===== src/rtl/instr_encoder.sv =====
// Instruction encoder/loader: encodes mnemonic requests into MIPS words, buffers them
// in a FIFO and writes them to instruction memory, terminating with the END word.
module instr_encoder #(
    parameter int unsigned DEPTH     = 4,
    parameter logic [31:0] BASE_ADDR = 32'h0000_0000
) (
    input  logic        clk,
    input  logic        rst,
    input  logic        start,
    input  logic        finish,
    input  logic        in_valid,
    output logic        in_ready,
    input  logic [4:0]  in_mnem,
    input  logic [4:0]  in_rs,
    input  logic [4:0]  in_rt,
    input  logic [4:0]  in_rd,
    input  logic [4:0]  in_shamt,
    input  logic [15:0] in_imm,
    input  logic [25:0] in_target,
    output logic        mem_we,
    output logic [31:0] mem_addr,
    output logic [31:0] mem_wdata,
    input  logic        mem_ready,
    output logic        busy,
    output logic        done,
    output logic        err,
    output logic [15:0] word_count
);
    localparam int unsigned PTR_W    = (DEPTH > 1) ? $clog2(DEPTH) : 1;
    localparam logic [31:0] END_WORD = 32'hFFFF_FFFF;

    typedef enum logic [1:0] {S_IDLE, S_RUN, S_DRAIN, S_DONE} state_t;
    state_t state, nextState;

    logic [31:0]    fifoMem [DEPTH];
    logic [PTR_W-1:0] wrPtr, rdPtr;
    logic [PTR_W:0] count;
    logic           fifoEmpty, fifoFull;
    logic           accept, push, pop, writeDone, startLoad;
    logic [31:0]    encWord, rWord, shWord, iBase, jBase;
    logic           encKnown;

    assign fifoEmpty = (count == '0);
    assign fifoFull  = (count == (PTR_W+1)'(DEPTH));
    assign accept    = in_valid & in_ready;
    assign push      = accept & encKnown;
    assign writeDone = mem_we & mem_ready;
    assign pop       = writeDone & !fifoEmpty;
    assign startLoad = start & ((state == S_IDLE) | (state == S_DONE));

    // Field templates; the op/funct codes are OR-ed in by the decode below
    assign rWord  = {6'h00, in_rs, in_rt, in_rd, 5'd0, 6'h00};
    assign shWord = {6'h00, 5'd0, in_rt, in_rd, in_shamt, 6'h00};
    assign iBase  = {6'h00, in_rs, in_rt, in_imm};
    assign jBase  = {6'h00, in_target};

    always_comb begin
        encWord  = 32'h0;
        encKnown = 1'b1;
        case (in_mnem)
            5'd0:  encWord = rWord  | 32'h20;
            5'd1:  encWord = rWord  | 32'h21;
            5'd2:  encWord = rWord  | 32'h22;
            5'd3:  encWord = rWord  | 32'h23;
            5'd4:  encWord = rWord  | 32'h24;
            5'd5:  encWord = rWord  | 32'h27;
            5'd6:  encWord = rWord  | 32'h25;
            5'd7:  encWord = rWord  | 32'h26;
            5'd8:  encWord = shWord | 32'h02;
            5'd9:  encWord = rWord  | 32'h06;
            5'd10: encWord = shWord | 32'h00;
            5'd11: encWord = rWord  | 32'h04;
            5'd12: encWord = shWord | 32'h03;
            5'd13: encWord = rWord  | 32'h07;
            5'd14: encWord = rWord  | 32'h2A;
            5'd15: encWord = {6'h00, in_rs, 15'd0, 6'h08};
            5'd16: encWord = iBase  | {6'h23, 26'd0};
            5'd17: encWord = iBase  | {6'h2B, 26'd0};
            5'd18: encWord = iBase  | {6'h09, 26'd0};
            5'd19: encWord = iBase  | {6'h08, 26'd0};
            5'd20: encWord = iBase  | {6'h0C, 26'd0};
            5'd21: encWord = iBase  | {6'h0D, 26'd0};
            5'd22: encWord = iBase  | {6'h0E, 26'd0};
            5'd23: encWord = iBase  | {6'h05, 26'd0};
            5'd24: encWord = iBase  | {6'h04, 26'd0};
            5'd25: encWord = jBase  | {6'h03, 26'd0};
            5'd26: encWord = jBase  | {6'h02, 26'd0};
            5'd27: encWord = END_WORD;
            5'd28: encWord = 32'h0000_003F;
            default: encKnown = 1'b0;
        endcase
    end

    always_ff @(posedge clk or posedge rst) begin
        if (rst) state <= S_IDLE;
        else     state <= nextState;
    end

    always_comb begin
        nextState = state;
        case (state)
            S_IDLE:  if (start) nextState = S_RUN;
            S_RUN:   if (finish) nextState = S_DRAIN;
            S_DRAIN: if (fifoEmpty && mem_ready) nextState = S_DONE;
            S_DONE:  if (start) nextState = S_RUN;
            default: nextState = S_IDLE;
        endcase
    end

    // In DRAIN with an empty FIFO the END word is presented
    always_comb begin
        in_ready  = 1'b0;
        mem_we    = 1'b0;
        mem_wdata = 32'h0;
        busy      = 1'b0;
        done      = 1'b0;
        case (state)
            S_RUN: begin
                in_ready = !fifoFull;
                mem_we   = !fifoEmpty;
                busy     = 1'b1;
            end
            S_DRAIN: begin
                mem_we = 1'b1;
                busy   = 1'b1;
            end
            S_DONE:  done = 1'b1;
            default: ;
        endcase
        if (!fifoEmpty)             mem_wdata = fifoMem[rdPtr];
        else if (state == S_DRAIN)  mem_wdata = END_WORD;
    end

    always_ff @(posedge clk) begin
        if (push) fifoMem[wrPtr] <= encWord;
    end

    always_ff @(posedge clk or posedge rst) begin
        if (rst) begin
            wrPtr <= '0;
            rdPtr <= '0;
            count <= '0;
        end else begin
            if (push) wrPtr <= wrPtr + PTR_W'(1);
            if (pop)  rdPtr <= rdPtr + PTR_W'(1);
            if (push && !pop)      count <= count + (PTR_W+1)'(1);
            else if (pop && !push) count <= count - (PTR_W+1)'(1);
        end
    end

    always_ff @(posedge clk or posedge rst) begin
        if (rst) begin
            mem_addr   <= BASE_ADDR;
            word_count <= 16'h0;
            err        <= 1'b0;
        end else if (startLoad) begin
            mem_addr   <= BASE_ADDR;
            word_count <= 16'h0;
            err        <= 1'b0;
        end else begin
            if (writeDone) mem_addr <= mem_addr + 32'd4;
            if (writeDone && word_count != 16'hFFFF) word_count <= word_count + 16'd1;
            if (accept && !encKnown) err <= 1'b1;
        end
    end
endmodule


===== config.mk =====
export PLATFORM = sky130hd
export DESIGN_NAME = instr_encoder
export DESIGN_NICKNAME = d
export VERILOG_FILES = /design/src/rtl/instr_encoder.sv
export SDC_FILE = /design/constraint.sdc
export NUM_CORES = 1
export LEC_CHECK = 0
export CAP_MARGIN = 20
export CORE_ASPECT_RATIO = 0.8
export CORE_MARGIN = 4
export CORE_UTILIZATION = 57
export DETAILED_ROUTE_END_ITERATION = 10
export PLACE_DENSITY = 0.86
export SLEW_MARGIN = 0
export SYNTH_ARGS = -nofsm -noshare
export SYNTH_HDL_FRONTEND = slang
export SYNTH_SLANG_ARGS = --single-unit

===== constraint.sdc =====
create_clock -name clk -period 4.9 [get_ports clk]
set_input_delay 0.49 -clock clk [delete_from_list [all_inputs] [get_ports clk]]
set_output_delay 0.49 -clock clk [all_outputs]
set_load 0.03 [all_outputs]

==> results.py, run 1 <==
metrics = {
    "global_routing": {
        "first_global_vias": 6820,
        "grt_first_pass_wirelength_mm": 36.07,
        "busiest_layer": "met2",
        "use_met2": 0.4238,
        "grt_use_met1": 0.3508,
        "grt_use_total": 0.2580,
        "grt_start_max_net_pins": 57,
        "gr-total-overflow": 0,
        "grt_util_met3": 0.05545,
        "antenna_found_initial": 0,
    },
    "synthesis": {
        "synth-edff-count": 128,
        "ys_seq_area_frac": 0.5799,
        "synth_ff_type": "edfxtp_1",
        "synth_cell_types": 61,
        "netlist_area_um2": 9045,
        "synth_top_area_share": 0.4250,
        "async_reset_ff_frac": 0.3043,
        "netlist_instances": 738,
        "avgSynthCellArea_um2": 12.26,
        "yosysTopAreaCell": "edfxtp_1",
        "ys_seq_elements": 184,
        "ys.warnings.count": 0,
        "synthTopCellsByArea": "edfxtp_1 (42%), dfrtp_1 (15%), mux4_2 (8.0%), nand2_1 (5.5%), mux2i_1 (2.0%)",
    },
    "hold_path": {
        "hp-start": "mem_addr[15]$_DFFE_PP0P_",
        "whs_endpoint": "mem_addr[15]$_DFFE_PP0P_",
        "hold_depth": 1,
        "hold_class": "reg -> reg",
    },
    "timing": {
        "slew_violations": 0,
        "setup_viol": 0,
        "rsz0062_at_grt": "no",
        "hold_violations": 0,
        "tns_ns": 0,
        "finalCritPeriodShare": 0.6703,
        "fmax_mhz": 304.5,
        "worstMarginPinSlew_ns": 1.067,
        "skew_ns": 0.01069,
        "finalCriticalPeriod_ns": 3.284,
        "slew_headroom": 0.2886,
    },
    "floorplan": {
        "fp.dieArea_um2": 17960,
        "io_pins": 158,
        "coreArea_um2": 15260,
        "rows": 40,
        "dieHeight_um": 120.7,
        "initial_core_util": 0.5925,
        "dieWidth_um": 148.8,
    },
    "routing": {
        "first_iter_violations": 745,
        "drt_wl_total_mm": 22.93,
        "dr.pass1.iters": 6,
        "vias": 6979,
        "ant_nets": 0,
        "drcViolationCount": 0,
        "drt-wirelength-per-cell_um": 20.90,
        "drt-vias-per-instance": 6.362,
    },
    "cts": {
        "insertion_delay_ns": 0.44,
        "cts_tree": "built",
        "clock_sinks": 184,
        "path_clk_slew_ns": 0.07,
        "cts_setup_buffers": 0,
        "htree_levels": 4,
        "clk_path_buf_depth": 2,
        "numCtsBuffers": 17,
        "cts-root-buf": "clkbuf_16",
        "cts_resized": 0,
        "cts_hold_buffers": 0,
    },
    "setup_path": {
        "cp-start-kind": "register",
        "r2r_slack_ns": 2.00,
        "crit_top_cell": "nand2_1",
        "critPathMaxFanout": 22,
        "rr_startpoint": "state[0]$_DFFE_PP0P_",
        "required_ns": 4.41,
        "max_stage_delay_ns": 0.68,
        "r2r_cells": 9,
        "arrival_ns": 2.79,
        "r2r-end": "count[1]$_DFFE_PP0P_",
        "critPathCaptureType": "primary output",
        "path_cells": "inv_1 -> ha_1 -> nand2_1 -> buf_16 -> nand2_1 -> clkdlybuf4s50_1",
        "critPathKind": "reg -> out",
        "cp_slowest_cell": "clkdlybuf4s50_1",
    },
    "cells_and_area": {
        "syn2layout_area_growth_pct": 25.62,
        "drive_gt1_frac": 0.09921,
        "antenna_cells": 0,
        "final_cell_mix": "clkdlybuf4s50_1 (155), nand2_1 (133), edfxtp_1 (128)",
        "final_common_cell": "clkdlybuf4s50_1",
        "nNetsFinal": 960,
    },
    "power_and_ir_drop": {
        "leakage_nw": 4.252,
        "design_power_total_mw": 5.814,
        "powerDensity_nw_per_um2": 511.7,
        "peakVddDrop_uv": 401.5,
    },
    "placed_design": {
        "io_buffers": 155,
        "globalplace.congestion": 0.8646,
        "dp.final_hpwl_mm": 14.72,
    },
    "run": {
        "cap_violations": 0,
    },
    "run_status": {
        "status": "finished clean",
    },
}
-- power breakdown --
| part | switching [mW] | internal [mW] |
|---|---|---|
| registers | 0.131 | 1.86 |
| clock network | 0.614 | 0.763 |
| logic | 1.45 | 1.00 |
-- stage by stage --
step | area (um2) | cells | hold slack, ns | setup slack (ns) | util
after detailed placement | 10740 | 1064 | 0.5151 | 1.477 | 0.7033
after CTS | 11320 | 1095 | 0.5236 | 1.264 | 0.7416
final | 11360 | 1097 | 0.5250 | 1.616 | 0.7443
after global placement | 10720 | 1063 | 0.4944 | 1.614 | 0.7020
after floorplan | 9049 | 739 | 0.5084 | 2.028 | -
after global routing | 11360 | 1097 | 0.5386 | 1.468 | 0.7443
-- metal layers --
layer  routed length (um)  part of all wire
met5                    0                 0
met4                  495             0.022
met2                11280              0.49
met3                 2382              0.10
met1                 8772              0.38
-- layout make-up --
type	count	area, um2
multi-input combinational	491	3535
fill	935	3902
clock buffer	17	425.4
inverter	14	52.55
timing repair buffer	167	1682
clock inverter	14	158.9
tap	210	262.8
sequential	184	5246
-- registers in the layout, summed over array words and instances, names as in the netlist --
signal and flops:
rdPtr 2, fifoMem 128, mem_addr 30, err 1, count 3, word_count 16, state 2, wrPtr 2
-- synthesized netlist by cell type, types with 10 or more instances --
library cell,instances
nand2_1,133
edfxtp_1,128
dfrtp_1,56
a21oi_1,33
mux4_2,32
clkbuf_1,27
nor2_1,21
mux2i_1,18
nand4_1,18
nor4_1,18
nand3_1,17
nand2b_1,15
buf_2,14
inv_1,14
and3_1,12
a221o_1,11
and4_1,11
ha_1,11
o21ai_0,11
o31ai_1,11
or4_1,11
a221oi_1,10
and2_1,10
-- worst max-delay path, delay by kind of cell (launching register included) --
| kind | cells | cell delay (ns) |
|---|---|---|
| flip-flops | 1 | 0.42 |
| AND/OR/NAND/NOR | 2 | 0.51 |
| buffers and inverters | 3 | 1.08 |
| adder cells (fa/ha/maj) | 1 | 0.34 |
-- worst max-delay path by stage --
stage	from	end	slack, ns	depth (start not counted)
floorplan	state[1]$_DFFE_PP0P_	fifoMem[0][0]$_DFFE_PP_	2.03	7
global placement	in_mnem[4]	fifoMem[3][8]$_DFFE_PP_	1.61	4
detailed placement	in_mnem[4]	count[2]$_DFFE_PP0P_	1.48	9
CTS	state[0]$_DFFE_PP0P_	mem_wdata[17]	1.26	5
global route	rdPtr[0]$_DFFE_PP0P_	mem_wdata[23]	1.47	5
finish	state[0]$_DFFE_PP0P_	mem_wdata[17]	1.62	6
-- cells by family (layout without fill, tap and decap cells) --
group	Yosys count	after routing	synth area share
muxes	52	52	0.1021
and+or+nand+nor	299	299	0.1681
AOI/OAI and AO/OA	114	114	0.09019
other	1	2	0.0004146
adders and majority gates	13	13	0.01854
buffers and inverters	64	212	0.03016
DFF	184	184	0.5799
xor gates and xnor gates	11	11	0.01065
No activity file was read; power rests on OpenSTA's default activity.
==> run 2, diff against run 1 <==
--- a/config.mk
+++ b/config.mk
@@ -8,9 +8,9 @@
 export CAP_MARGIN = 20
 export CORE_ASPECT_RATIO = 0.8
 export CORE_MARGIN = 4
-export CORE_UTILIZATION = 57
+export CORE_UTILIZATION = 48
 export DETAILED_ROUTE_END_ITERATION = 10
-export PLACE_DENSITY = 0.86
+export PLACE_DENSITY = 0.78
 export SLEW_MARGIN = 0
 export SYNTH_ARGS = -nofsm -noshare
 export SYNTH_HDL_FRONTEND = slang
==> constraint.sdc (replaced) <==
create_clock -name clk -period 2.81 [get_ports clk]
set_input_delay 0.281 -clock clk [delete_from_list [all_inputs] [get_ports clk]]
set_output_delay 0.281 -clock clk [all_outputs]
set_load 0.03 [all_outputs]
==> run 2 against run 1 <==
Effect of this change: power increased by 72%; setup slack got worse by 1.5 ns; critical path depth decreased by 1; highest routed layer unchanged; routed wire length decreased by 5.1%; largest cell class unchanged; utilization decreased by 11 points; sequential share of layout area decreased by 0.82 points; critical path type unchanged; cell count increased by 5.5%.
==> results.py, run 2 (synthesis results as in run 1) <==
metrics = {
    "timing": {
        "slew_headroom": 0.4453,
        "setup_viol": 0,
        "slew_violations": 0,
        "skew_ns": 0.01798,
        "fmax_mhz": 368.5,
        "hold_violations": 0,
        "finalCritPeriodShare": 0.9658,
        "tns_ns": 0,
        "finalCriticalPeriod_ns": 2.714,
        "setup_ws_ns": 0.09624,
        "rsz0062_at_grt": "no",
        "worstMarginPinSlew_ns": 0.8271,
    },
    "floorplan": {
        "io_pins": 158,
        "initial_core_util": 0.4934,
        "rows": 44,
        "dieWidth_um": 161.5,
        "coreArea_um2": 18330,
        "fp.dieArea_um2": 21120,
        "dieHeight_um": 130.8,
    },
    "routing": {
        "drcViolationCount": 0,
        "first_iter_violations": 544,
        "wl_met2_mm": 10.79,
        "drt_wl_total_mm": 21.76,
        "vias": 6741,
        "drt-vias-per-instance": 5.826,
        "drt-wirelength-per-cell_um": 18.81,
        "dr.pass1.iters": 5,
        "m1WireLength_mm": 9.161,
        "ant_nets": 0,
        "routed.top_layer": "met4",
        "met3_length_mm": 1.445,
    },
    "cts": {
        "insertion_delay_ns": 0.44,
        "cts_tree": "built",
        "htree_levels": 4,
        "numCtsBuffers": 17,
        "cts_hold_buffers": 0,
        "clock_sinks": 184,
        "clk_path_buf_depth": 2,
        "cts-root-buf": "clkbuf_16",
        "path_clk_slew_ns": 0.06,
    },
    "placed_design": {
        "io_buffers": 155,
        "globalplace.congestion": 0.8255,
        "pre_cts_slack_ns": 0.1399,
        "placed_cells": 1127,
        "placed_area_um2": 10960,
        "dp.final_hpwl_mm": 14.73,
    },
    "cells_and_area": {
        "instances_no_fill": 1157,
        "nNetsFinal": 978,
        "largestRegisters": "fifoMem: 128 flops, mem_addr: 30 flops, word_count: 16 flops",
        "multi_input_area_um2": 3543,
        "fillers": 1417,
        "drive_gt1_frac": 0.1394,
        "largest_register_ffs": 128,
        "syn2layout_area_growth_pct": 27.90,
        "final_cell_mix": "nand2_1 (133), edfxtp_1 (128), clkdlybuf4s50_1 (125)",
        "regArea_um2": 5246,
        "stdcell_area_um2": 11570,
        "regMostFlops": "fifoMem",
        "final_common_cell": "nand2_1",
        "antenna_cells": 0,
    },
    "global_routing": {
        "antenna_found_initial": 0,
        "grt_first_pass_wirelength_mm": 34.34,
        "grt_start_max_net_pins": 57,
        "first_global_vias": 6486,
        "gr-total-overflow": 0,
        "grt_use_total": 0.2091,
    },
    "setup_path": {
        "arrival_ns": 2.43,
        "critPathKind": "reg -> out",
        "critPathCaptureType": "primary output",
        "required_ns": 2.53,
        "critPathMaxFanout": 18,
        "cp-start-kind": "register",
    },
    "power_and_ir_drop": {
        "peakVddDrop_uv": 584.8,
        "powerDensity_nw_per_um2": 862.9,
        "design_power_total_mw": 9.982,
        "leakage_nw": 4.462,
    },
    "hold_path": {
        "hold_class": "in -> async",
    },
    "run_status": {
        "status": "finished clean",
    },
    "run": {
        "cap_violations": 0,
    },
}
==> run 2: cell types whose count changed in the layout (fill, tap and decap cells not counted), moves of 2 or more <==
| cell | before | now |
|---|---|---|
| clkdlybuf4s50_1 | 155 | 125 |
| buf_12 | 1 | 6 |
| inv_6 | 7 | 2 |
| inv_8 | 2 | 0 |
| buf_4 | 9 | 42 |
| dlymetal6s2s_1 | 0 | 10 |
==> run 2: routing by layer <==
layer	vias to the layer above	track usage
li1	3132	-
met1	3340	0.2803
met2	240	0.3480
met3	29	0.04233
met4	0	0.06971
met5	-	0
==> run 2: layout make-up <==
class | instances | share of cell area
clock inverter | 13 | 0.01319
sequential | 184 | 0.4535
timing repair buffer | 185 | 0.1583
multi-input combinational | 491 | 0.3063
inverter | 14 | 0.004543
clock buffer | 17 | 0.03677
tap | 253 | 0.02736
==> run 2: through the flow <==
stage | util | hold WS, ns
after floorplan | - | 0.4472
after global placement | 0.5976 | 0.4887
after detailed placement | 0.5976 | 0.4886
after CTS | 0.6293 | 0.4039
after global routing | 0.6310 | 0.4473
final | 0.6310 | 0.3715
==> run 2: final timing paths <==
check	cells after the start	slack, ns	startpoint	to
worst max-delay path	5	0.1	rdPtr[0]$_DFFE_PP0P_	mem_wdata[28]
worst min register to register	2	0.50	err$_DFFE_PP0P_	err$_DFFE_PP0P_
min in group clk	3	0.49	in_valid	err$_DFFE_PP0P_
worst min-delay path	3	0.37	rst	mem_addr[15]$_DFFE_PP0P_
worst max register to register	9	0.30	state[0]$_DFFE_PP0P_	count[1]$_DFFE_PP0P_
max in group asynchronous	3	1.91	rst	rdPtr[0]$_DFFE_PP0P_
==> run 2: power by group <==
group	total [mW]	internal, mW	switching, mW
Clock	2.36	1.38	0.976
Combinational	4.21	1.73	2.48
Sequential	3.42	3.23	0.185
Total	9.98	6.35	3.64
==> run 2: worst max-delay path, cell delays in order, from the launching register on <==
cell             delay (ns)
dfrtp_2                0.50
buf_12                 0.23
mux4_2                 0.51
nand2_1                0.07
nand2_1                0.06
clkdlybuf4s50_1        0.63
==> run 2: timing repair <==
| item | CTS | global route |
|---|---|---|
| buffers inserted | 0 | 0 |
| gates resized for setup | 2 | 12 |
| endpoints found under the setup margin | 1 | 12 |
| endpoints found under the hold margin | 0 | 0 |
